File: src/rtl/cnn_result_writer.sv
// rtl/cnn_result_writer.sv - buffers result words and writes them out as sequential ICB write commands
module cnn_result_writer #(
    parameter int FIFO_DEPTH      = 8,
    parameter int MAX_OUTSTANDING = 4,
    parameter int LEN_W           = 16
) (
    input  logic             clk,
    input  logic             rst_n,
    input  logic             start,
    input  logic [31:0]      base_addr,
    input  logic [LEN_W-1:0] len,
    input  logic             res_valid,
    output logic             res_ready,
    input  logic [31:0]      res_data,
    output logic             nice_icb_cmd_valid,
    input  logic             nice_icb_cmd_ready,
    output logic [31:0]      nice_icb_cmd_addr,
    output logic             nice_icb_cmd_read,
    output logic [31:0]      nice_icb_cmd_wdata,
    output logic [3:0]       nice_icb_cmd_wmask,
    input  logic             nice_icb_rsp_valid,
    output logic             nice_icb_rsp_ready,
    input  logic             nice_icb_rsp_err,
    output logic             busy,
    output logic             done,
    output logic             err
);

    localparam int AW = $clog2(FIFO_DEPTH);
    localparam int OW = $clog2(MAX_OUTSTANDING + 1);
    localparam logic [OW-1:0] MAX_OS = OW'(MAX_OUTSTANDING);

    typedef enum logic [1:0] {IDLE, RUN, DRAIN, DONE} state_t;

    state_t           state;
    logic [31:0]      addr_r;
    logic [LEN_W-1:0] len_r;
    logic [LEN_W-1:0] accepted_cnt;
    logic [LEN_W-1:0] issued_cnt;
    logic [OW-1:0]    outstanding;
    logic [OW-1:0]    outstanding_next;
    logic [AW:0]      wr_ptr;
    logic [AW:0]      rd_ptr;
    logic [31:0]      mem [FIFO_DEPTH];
    logic             full;
    logic             empty;
    logic             push;
    logic             pop;
    logic             rsp_counted;

    assign empty = (wr_ptr == rd_ptr);
    assign full  = (wr_ptr[AW-1:0] == rd_ptr[AW-1:0]) && (wr_ptr[AW] != rd_ptr[AW]);

    assign res_ready          = (state == RUN) && !full && (accepted_cnt < len_r);
    assign nice_icb_cmd_valid = (state == RUN) && !empty && (outstanding < MAX_OS);
    assign nice_icb_cmd_addr  = addr_r;
    assign nice_icb_cmd_wdata = mem[rd_ptr[AW-1:0]];
    assign nice_icb_cmd_read  = 1'b0;
    assign nice_icb_cmd_wmask = 4'hF;
    assign nice_icb_rsp_ready = 1'b1;

    assign push        = res_valid && res_ready;
    assign pop         = nice_icb_cmd_valid && nice_icb_cmd_ready;
    // A response with nothing in flight is not counted; it only flags an error.
    assign rsp_counted = nice_icb_rsp_valid && (outstanding != '0);

    always_comb begin
        outstanding_next = outstanding;
        if (pop && !rsp_counted) begin
            outstanding_next = outstanding + OW'(1);
        end else if (!pop && rsp_counted) begin
            outstanding_next = outstanding - OW'(1);
        end
    end

    always_ff @(posedge clk) begin
        if (push) begin
            mem[wr_ptr[AW-1:0]] <= res_data;
        end
    end

    always_ff @(posedge clk or negedge rst_n) begin
        if (!rst_n) begin
            state        <= IDLE;
            addr_r       <= '0;
            len_r        <= '0;
            accepted_cnt <= '0;
            issued_cnt   <= '0;
            outstanding  <= '0;
            wr_ptr       <= '0;
            rd_ptr       <= '0;
            busy         <= 1'b0;
            done         <= 1'b0;
            err          <= 1'b0;
        end else begin
            done        <= 1'b0;
            outstanding <= outstanding_next;
            if (push) begin
                wr_ptr       <= wr_ptr + (AW+1)'(1);
                accepted_cnt <= accepted_cnt + LEN_W'(1);
            end
            if (pop) begin
                rd_ptr     <= rd_ptr + (AW+1)'(1);
                addr_r     <= addr_r + 32'd4;
                issued_cnt <= issued_cnt + LEN_W'(1);
            end
            if (nice_icb_rsp_valid && (nice_icb_rsp_err || outstanding == '0)) begin
                err <= 1'b1;
            end
            case (state)
                IDLE: begin
                    if (start) begin
                        addr_r       <= base_addr;
                        len_r        <= len;
                        accepted_cnt <= '0;
                        issued_cnt   <= '0;
                        err          <= 1'b0;
                        busy         <= 1'b1;
                        if (len == '0) begin
                            state <= DONE;
                            done  <= 1'b1;
                        end else begin
                            state <= RUN;
                        end
                    end
                end
                RUN: begin
                    if (pop && (issued_cnt + LEN_W'(1)) == len_r) begin
                        state <= DRAIN;
                    end
                end
                DRAIN: begin
                    if (outstanding_next == '0) begin
                        state <= DONE;
                        done  <= 1'b1;
                    end
                end
                default: begin
                    state <= IDLE;
                    busy  <= 1'b0;
                end
            endcase
        end
    end

endmodule
File: config.mk
export PLATFORM = sky130hd
export DESIGN_NAME = cnn_result_writer
export DESIGN_NICKNAME = d
export VERILOG_FILES = /design/src/rtl/cnn_result_writer.sv
export SDC_FILE = /design/constraint.sdc
export NUM_CORES = 1
export LEC_CHECK = 0
export CAP_MARGIN = 40
export CORE_ASPECT_RATIO = 0.7
export CORE_MARGIN = 8
export CORE_UTILIZATION = 60
export CTS_BUF_LIST = sky130_fd_sc_hd__clkbuf_8
export DETAILED_ROUTE_END_ITERATION = 10
export GPL_TIMING_DRIVEN = 0
export PLACE_DENSITY_LB_ADDON = 0.2
export SLEW_MARGIN = 25
export SYNTH_ARGS = -nofsm -noshare
export SYNTH_HDL_FRONTEND = slang
export SYNTH_SLANG_ARGS = --single-unit
File: constraint.sdc
create_clock -name clk -period 9.9 [get_ports clk]
set_input_delay 1.98 -clock clk [delete_from_list [all_inputs] [get_ports clk]]
set_output_delay 1.98 -clock clk [all_outputs]
set_load 0.03 [all_outputs]
==> results of run 1 <==
[power by group]
| group | internal [mW] | leakage (nW) | total [mW] | switching [mW] |
|---|---|---|---|---|
| Sequential | 1.79 | 3.54 | 1.94 | 0.152 |
| Clock | 0.531 | 0.529 | 1.07 | 0.537 |
| Combinational | 0.892 | 2.79 | 2.01 | 1.11 |
[cell type report]
| cell class | instances | area (µm²) |
|---|---|---|
| flip-flops and latches | 352 | 10100 |
| plain buffers | 56 | 259 |
| repair buffers | 203 | 1950 |
| clock buffers | 54 | 743 |
| fillers | 1636 | 6650 |
| multi-input cells | 607 | 5070 |
| inverters | 34 | 128 |
| well taps | 331 | 414 |
| clock inverters | 40 | 191 |
| diodes | 1 | 2.50 |
[metal layers]
metal  share of wire (%)  GRT usage, %  vias up
met5                   0             0        -
met4                 1.4          5.73        0
met3                 7.9          5.39       45
met2                  46          34.6      398
met1                  45          32.8     4857
li1                    -             -     4460
[registers in the layout, summed over array words and instances, names as in the netlist]
register,cells
mem,256
nice_icb_cmd_addr,32
accepted_cnt,16
issued_cnt,16
len_r,16
rd_ptr,4
wr_ptr,4
outstanding,3
state,2
busy,1
done,1
err,1
[per-stage QoR]
stage / setup WS, ns / hold slack, ns / cell area (µm²) / power (mW)
CTS: 4.09 / 0.491 / 18800 / 5.05
detailed placement: 4.74 / 0.469 / 17900 / 3.97
global route: 4.16 / 0.520 / 18900 / 5.27
floorplan: 3.20 / 0.462 / 15500 / 3.21
finish: 4.37 / 0.488 / 18900 / 5.01
global placement: -0.841 / 0.463 / 17500 / 3.88
[cells by family (layout without fill, tap and decap cells)]
family | Yosys count | in the layout | share of synthesized area [%]
multiplexers | 100 | 100 | 11.9
other | 2 | 7 | 0.0485
flip-flops | 352 | 352 | 65.2
buffers and inverters | 90 | 387 | 2.50
AO/OA/AOI/OAI | 115 | 115 | 4.65
AND/OR/NAND/NOR | 280 | 280 | 9.11
adder cells (fa/ha/maj) | 27 | 27 | 2.18
XOR/XNOR | 79 | 79 | 4.47
[placed cells by master (no fill, tap or decap), types with 7 or more instances in the layout]
cell type | netlist | routed
a211oi_1 | 8 | 8
a21oi_1 | 19 | 19
and3_1 | 15 | 15
buf_1 | 7 | 8
buf_2 | 9 | 19
buf_4 | 10 | 36
buf_6 | 0 | 9
clkbuf_1 | 30 | 30
clkbuf_8 | 0 | 54
clkdlybuf4s50_1 | 0 | 154
clkinv_1 | 0 | 18
dfrtp_1 | 96 | 96
edfxtp_1 | 256 | 256
ha_1 | 27 | 27
inv_1 | 34 | 48
mux2_2 | 32 | 32
mux4_2 | 64 | 64
nand2_1 | 110 | 110
nand3_1 | 18 | 18
nand4_1 | 18 | 18
nor2_1 | 57 | 56
nor4_1 | 12 | 11
o21ai_0 | 32 | 32
o21ai_1 | 17 | 17
o31ai_1 | 7 | 7
xnor2_1 | 56 | 56
xor2_1 | 23 | 23
[worst min-delay path, cell delays in order (launching register included)]
cell     delay, ns
dfrtp_1       0.35
nand2_1       0.05
nand2_1       0.05
[worst paths after layout]
path | start | end | cells past startpoint
worst max-delay path | rd_ptr[1]$_DFFE_PN0N_ | nice_icb_cmd_wdata[19] | 5
worst max register to register | len_r[9]$_DFFE_PN0P_ | mem[4][8]$_DFFE_PP_ | 13
max in group asynchronous | rst_n | nice_icb_cmd_addr[6]$_DFF_PN0_ | 2
worst min-delay path | nice_icb_cmd_addr[1]$_DFFE_PN0P_ | nice_icb_cmd_addr[1]$_DFFE_PN0P_ | 2
worst min register to register | nice_icb_cmd_addr[1]$_DFFE_PN0P_ | nice_icb_cmd_addr[1]$_DFFE_PN0P_ | 2
min in group asynchronous | rst_n | issued_cnt[5]$_DFF_PN0_ | 1
==> summary.md, run 1 <==
| Metric | Value |
|---|---|
| Status | `complete, no violations` |
| Post-synth EDFFs | `256` |
| Largest area contributor in the netlist | `edfxtp_1` |
| Routed Antenna Nets | `0` |
| DRT iter0 DRCs | `800` |
| Slowest CP cell | `clkdlybuf4s50_1` |
| Normalized max-slew margin | `44.4%` |
| CP Capture Type | `output pin` |
| Placed cells | `1,582` |
| CTS Buffer Depth | `3` |
| Die extent in x | `208 µm` |
| Latest clock arrival within the worst-skew pair | `0.59 ns` |
| Fmax | `0.181 GHz` |
| Synth Warn # | `0` |
| H-tree Lvls | `2` |
| Routed wire length | `35,600 µm` |
| # nets final | `1,420` |
| Starting density of the core | `60.7%` |
| Full die area | `31,300 µm²` |
| Crit start category | `flip-flop` |
| Vias in the first global route | `9,943` |
| Drt wl/cell | `21.2 µm` |
| Synth area leaders | `edfxtp_1 50%, dfrtp_1 16%, mux4_2 9.3%` |
| Crit share post-route | `55.8%` |
| Sum Neg Setup Slack | `0 ns` |
| Via count | `9,760` |
| Global-route wire length before repair | `55,400 µm` |
| Clock root cell | `clkbuf_8` |
| Clock-pin slew of the registers on the worst-case setup and hold paths | `0.06 ns` |
| Layout Cells excl Fill | `1,678` |
| Slowest stage delay, CP | `0.62 ns` |
| Total CTS buffers | `52` |
| Post-CTS Hold Fix Bufs | `0` |
| PD cells | `266 nW/µm²` |
| Cell Chain, Critical Path | `buf_1, clkbuf_1, mux4_2, mux2_2, clkdlybuf4s50_1` |
| Initial antenna violation count | `1` |
| Vias/cell | `5.82` |
| Post-synth top cells | `256 x edfxtp_1, 110 x nand2_1, 96 x dfrtp_1, 64 x mux4_2, 57 x nor2_1` |
| Setup violations, final | `0` |
| Layout Utilization | `73.9%` |
| TritonCTS Sinks | `352` |
| CP bufs+invs | `3` |
| # DRC | `0` |
| Post-CTS sizing | `0` |
| Final Hold Fails | `0` |
| Area of the core | `25,500 µm²` |
| Syn-to-layout area delta | `21.7%` |
| Most numerous cell in the Yosys netlist | `edfxtp_1` |
| Worst Max-Slew Pin Slew | `0.834 ns` |
| Post-DP HPWL | `25,900 µm` |
| Yosys top cell area share | `49.6%` |
| GRT Overall Usage | `22.7%` |
| Reg-to-reg slack, setup | `5.78 ns` |
| Crit path max-delay family | `buffers and inverters` |
| IO buf count | `155` |
| Total gr overflow | `0` |
| Final min period | `5.53 ns` |
| I/O pin total | `162` |
| Crit path kind | `flip-flop to output pin` |
| Post-Syn Instances | `1,045` |
| 1st-pass router iterations | `5` |
| Max IR drop VDD | `0.222 mV` |
| Async S/R FF share, synth | `27.3%` |
| Clock Skews | `0.0263 ns` |
| Max Slew Vio Count | `0` |
| Share of layout cells above drive strength 1 | `18.1%` |
| Worst Path Max Fanout | `10` |
| Row cnt | `49` |
| Critical Path AT | `3.55 ns` |
| Critical Path RT | `7.92 ns` |
| Max Cap Viol | `0` |
| Die extent in y | `150 µm` |
| GPL Wtd Cong | `0.882` |
| Unique masters post-synth | `64` |
| Leak Pwr | `6.86 nW` |
| Syn avg cell area | `14.8 µm²` |
| Post-Syn Area | `15,500 µm²` |
| Synth Flop Type | `edfxtp_1` |
| Post CTS Setup Buffer Count | `0` |
| Hold crit path type | `flip-flop to flip-flop` |
| #FFs+latches synth | `352` |
| Sequential-to-total area share from yosys stat | `65.2%` |
| RSZ-0062 raised after global routing | `no` |
| CTS tree | `built` |
| Largest net degree at the start of global routing | `57` |
No activity file was read; power rests on OpenSTA's default activity.
==> inputs of run 2 (changes only) <==
--- a/config.mk
+++ b/config.mk
@@ -8,7 +8,7 @@
 export CAP_MARGIN = 40
 export CORE_ASPECT_RATIO = 0.7
 export CORE_MARGIN = 8
-export CORE_UTILIZATION = 60
+export CORE_UTILIZATION = 53
 export CTS_BUF_LIST = sky130_fd_sc_hd__clkbuf_8
 export DETAILED_ROUTE_END_ITERATION = 10
 export GPL_TIMING_DRIVEN = 0
==> constraint.sdc (replaced) <==
create_clock -name clk -period 4.8 [get_ports clk]
set_input_delay 0.96 -clock clk [delete_from_list [all_inputs] [get_ports clk]]
set_output_delay 0.96 -clock clk [all_outputs]
set_load 0.03 [all_outputs]
==> summary.md, run 2 (synthesized netlist as in run 1, its figures left out) <==
| Metric | Value |
|---|---|
| Status | `complete, no violations` |
| Die extent in x | `220 µm (+5.9%)` |
| FF+latch area | `10,100 µm² (unchanged)` |
| Post-CTS sizing | `0 (unchanged)` |
| Crit share post-route | `95.5%` |
| 1st-pass router iterations | `4 (-1)` |
| RSZ-0062 raised after global routing | `no` |
| Crit start category | `flip-flop` |
| Crit path max-delay family | `buffers and inverters` |
| TritonCTS Sinks | `352 (unchanged)` |
| Critical Path AT | `3.62 ns (+0.07 ns)` |
| Worst Path Max Fanout | `10 (unchanged)` |
| Area of the core | `28,800 µm² (+13%)` |
| Routed wire length | `37,200 µm (+4.5%)` |
| Max IR drop VDD | `0.374 mV (+69%)` |
| Clock root cell | `clkbuf_8` |
| Total CTS buffers | `52 (unchanged)` |
| Row cnt | `52 (+6.1%)` |
| Fmax | `0.218 GHz` |
| I/O pin total | `162 (unchanged)` |
| Post CTS Setup Buffer Count | `0 (unchanged)` |
| Met2 wire len | `17,200 µm (+4.7%)` |
| Slowest stage delay, CP | `0.61 ns (about the same)` |
| Worst Max-Slew Pin Slew | `0.819 ns (-0.0148 ns)` |
| DRT iter0 DRCs | `780 (-2.5%)` |
| Post-DP HPWL | `27,000 µm (+3.9%)` |
| Slowest CP cell | `clkdlybuf4s50_1` |
| GRT Overall Usage | `21.6% (-1.1 points)` |
| Starting density of the core | `53.7% (-7.0 points)` |
| Final worst slack | `0.216 ns (-4.16 ns)` |
| GPL Wtd Cong | `0.854 (-3.2%)` |
| CP Capture Type | `output pin` |
| Max reg flops | `256 (unchanged)` |
| Max Slew Vio Count | `0 (unchanged)` |
| Hold crit path type | `input port to async pin` |
| Clock-pin slew of the registers on the worst-case setup and hold paths | `0.07 ns (about the same)` |
| CTS Buffer Depth | `3 (unchanged)` |
| Setup violations, final | `0 (unchanged)` |
| Most frequent cells in the layout | `256 x edfxtp_1, 154 x clkdlybuf4s50_1, 110 x nand2_1, 96 x dfrtp_1, 64 x mux4_2` |
| Routed Antenna Nets | `0 (unchanged)` |
| Total gr overflow | `0 (unchanged)` |
| Initial antenna violation count | `0 (-1)` |
| Fillers | `2,130 (+30%)` |
| Vias in the first global route | `10,170 (+2.3%)` |
| PnR Total Power | `10.6 mW (+110%)` |
| Crit path kind | `flip-flop to output pin` |
| Leak Pwr | `6.91 nW (+0.78%)` |
| Syn-to-layout area delta | `23.1%` |
| # DRC | `0 (unchanged)` |
| Met3 wire length | `2110 µm (-25%)` |
| Full die area | `35,000 µm² (+12%)` |
| Commonest non-fill, non-tap cell in the layout | `edfxtp_1` |
| # nets final | `1,413 (-0.49%)` |
| Via count | `9,707 (-0.54%)` |
| CP bufs+invs | `5 (+2)` |
| Drt wl/cell | `21.6 µm (+1.9%)` |
| Clock Skews | `0.0238 ns (-0.00241 ns)` |
| Global-route wire length before repair | `58,900 µm (+6.2%)` |
| Critical Path RT | `3.84 ns (-4.08 ns)` |
| Largest net degree at the start of global routing | `64 (+12%)` |
| Area of the multi-input gates | `5100 µm² (+0.52%)` |
| Normalized max-slew margin | `45.4% (+0.98 points)` |
| Max Used Layer | `met4` |
| Final min period | `4.58 ns` |
| Final Hold Fails | `0 (unchanged)` |
| Max Cap Viol | `0 (unchanged)` |
| CTS tree | `built` |
| H-tree Lvls | `2 (unchanged)` |
| Post-CTS Hold Fix Bufs | `0 (unchanged)` |
| Cell Chain, Critical Path | `clkbuf_1, buf_2, buf_1, buf_6, mux4_2, mux2_2, clkdlybuf4s50_1` |
| IO buf count | `155 (unchanged)` |
| PD cells | `554 nW/µm² (+110%)` |
| Latest clock arrival within the worst-skew pair | `0.60 ns (about the same)` |
| Share of layout cells above drive strength 1 | `18.3% (+0.20 points)` |
| M1 WL | `17,400 µm (+9.5%)` |
| Die extent in y | `159 µm (+5.7%)` |
| Vias/cell | `5.64 (-3.0%)` |
| DP Worst Slack | `0.651 ns (-4.08 ns)` |
## run 2: metal layers
metal / global-route usage [%] / up-vias
li1: - / 4452
met1: 32.2 / 4964
met2: 32.3 / 249
met3: 4.50 / 42
met4: 4.78 / 0
met5: 0 / -
## run 2: layout make-up
class	instances	share of cell area (%)
Sequential cell	352	52.9
Multi-Input combinational cell	607	26.7
Timing Repair Buffer	196	10.4
Clock buffer	56	4.04
Tap cell	378	2.48
Clock inverter	41	1.37
Buffer	56	1.36
Inverter	34	0.670
Antenna cell	1	0.0131
## run 2: path summary, 6_finish.rpt
| kind | startpoint | endpoint | slack, ns | cells past startpoint |
|---|---|---|---|---|
| hold / removal | rst_n | accepted_cnt[8]$_DFF_PN0_ | 0.26 | 1 |
| setup reg to reg | len_r[9]$_DFFE_PN0P_ | mem[4][26]$_DFFE_PP_ | 0.72 | 13 |
| max in group asynchronous | rst_n | nice_icb_cmd_addr[13]$_DFF_PN0_ | 3.91 | 2 |
| hold reg to reg | nice_icb_cmd_addr[0]$_DFFE_PN0P_ | nice_icb_cmd_addr[0]$_DFFE_PN0P_ | 0.48 | 2 |
| setup / recovery | rd_ptr[0]$_DFFE_PN0N_ | nice_icb_cmd_wdata[17] | 0.22 | 7 |
| min in group clk | nice_icb_cmd_addr[0]$_DFFE_PN0P_ | nice_icb_cmd_addr[0]$_DFFE_PN0P_ | 0.48 | 2 |
## run 2: through the flow
stage | hold WS (ns) | setup TNS, ns | utilization [%] | area (µm²) | std cells
after global routing | 0.259 | 0 | 66.1 | 19100 | 1720
after floorplan | 0.462 | 0 | - | 15500 | 1049
after global placement | 0.462 | -655.32 | 60.9 | 17500 | 1582
after detailed placement | 0.471 | 0 | 62.5 | 18000 | 1623
final | 0.263 | 0 | 66.1 | 19100 | 1721
after CTS | 0.234 | 0 | 66.1 | 19100 | 1720
## run 2: power breakdown
part / leakage, nW / internal (mW) / switching, mW
registers: 3.54 / 3.68 / 0.316
logic: 2.77 / 1.84 / 2.31
clock network: 0.597 / 1.25 / 1.16
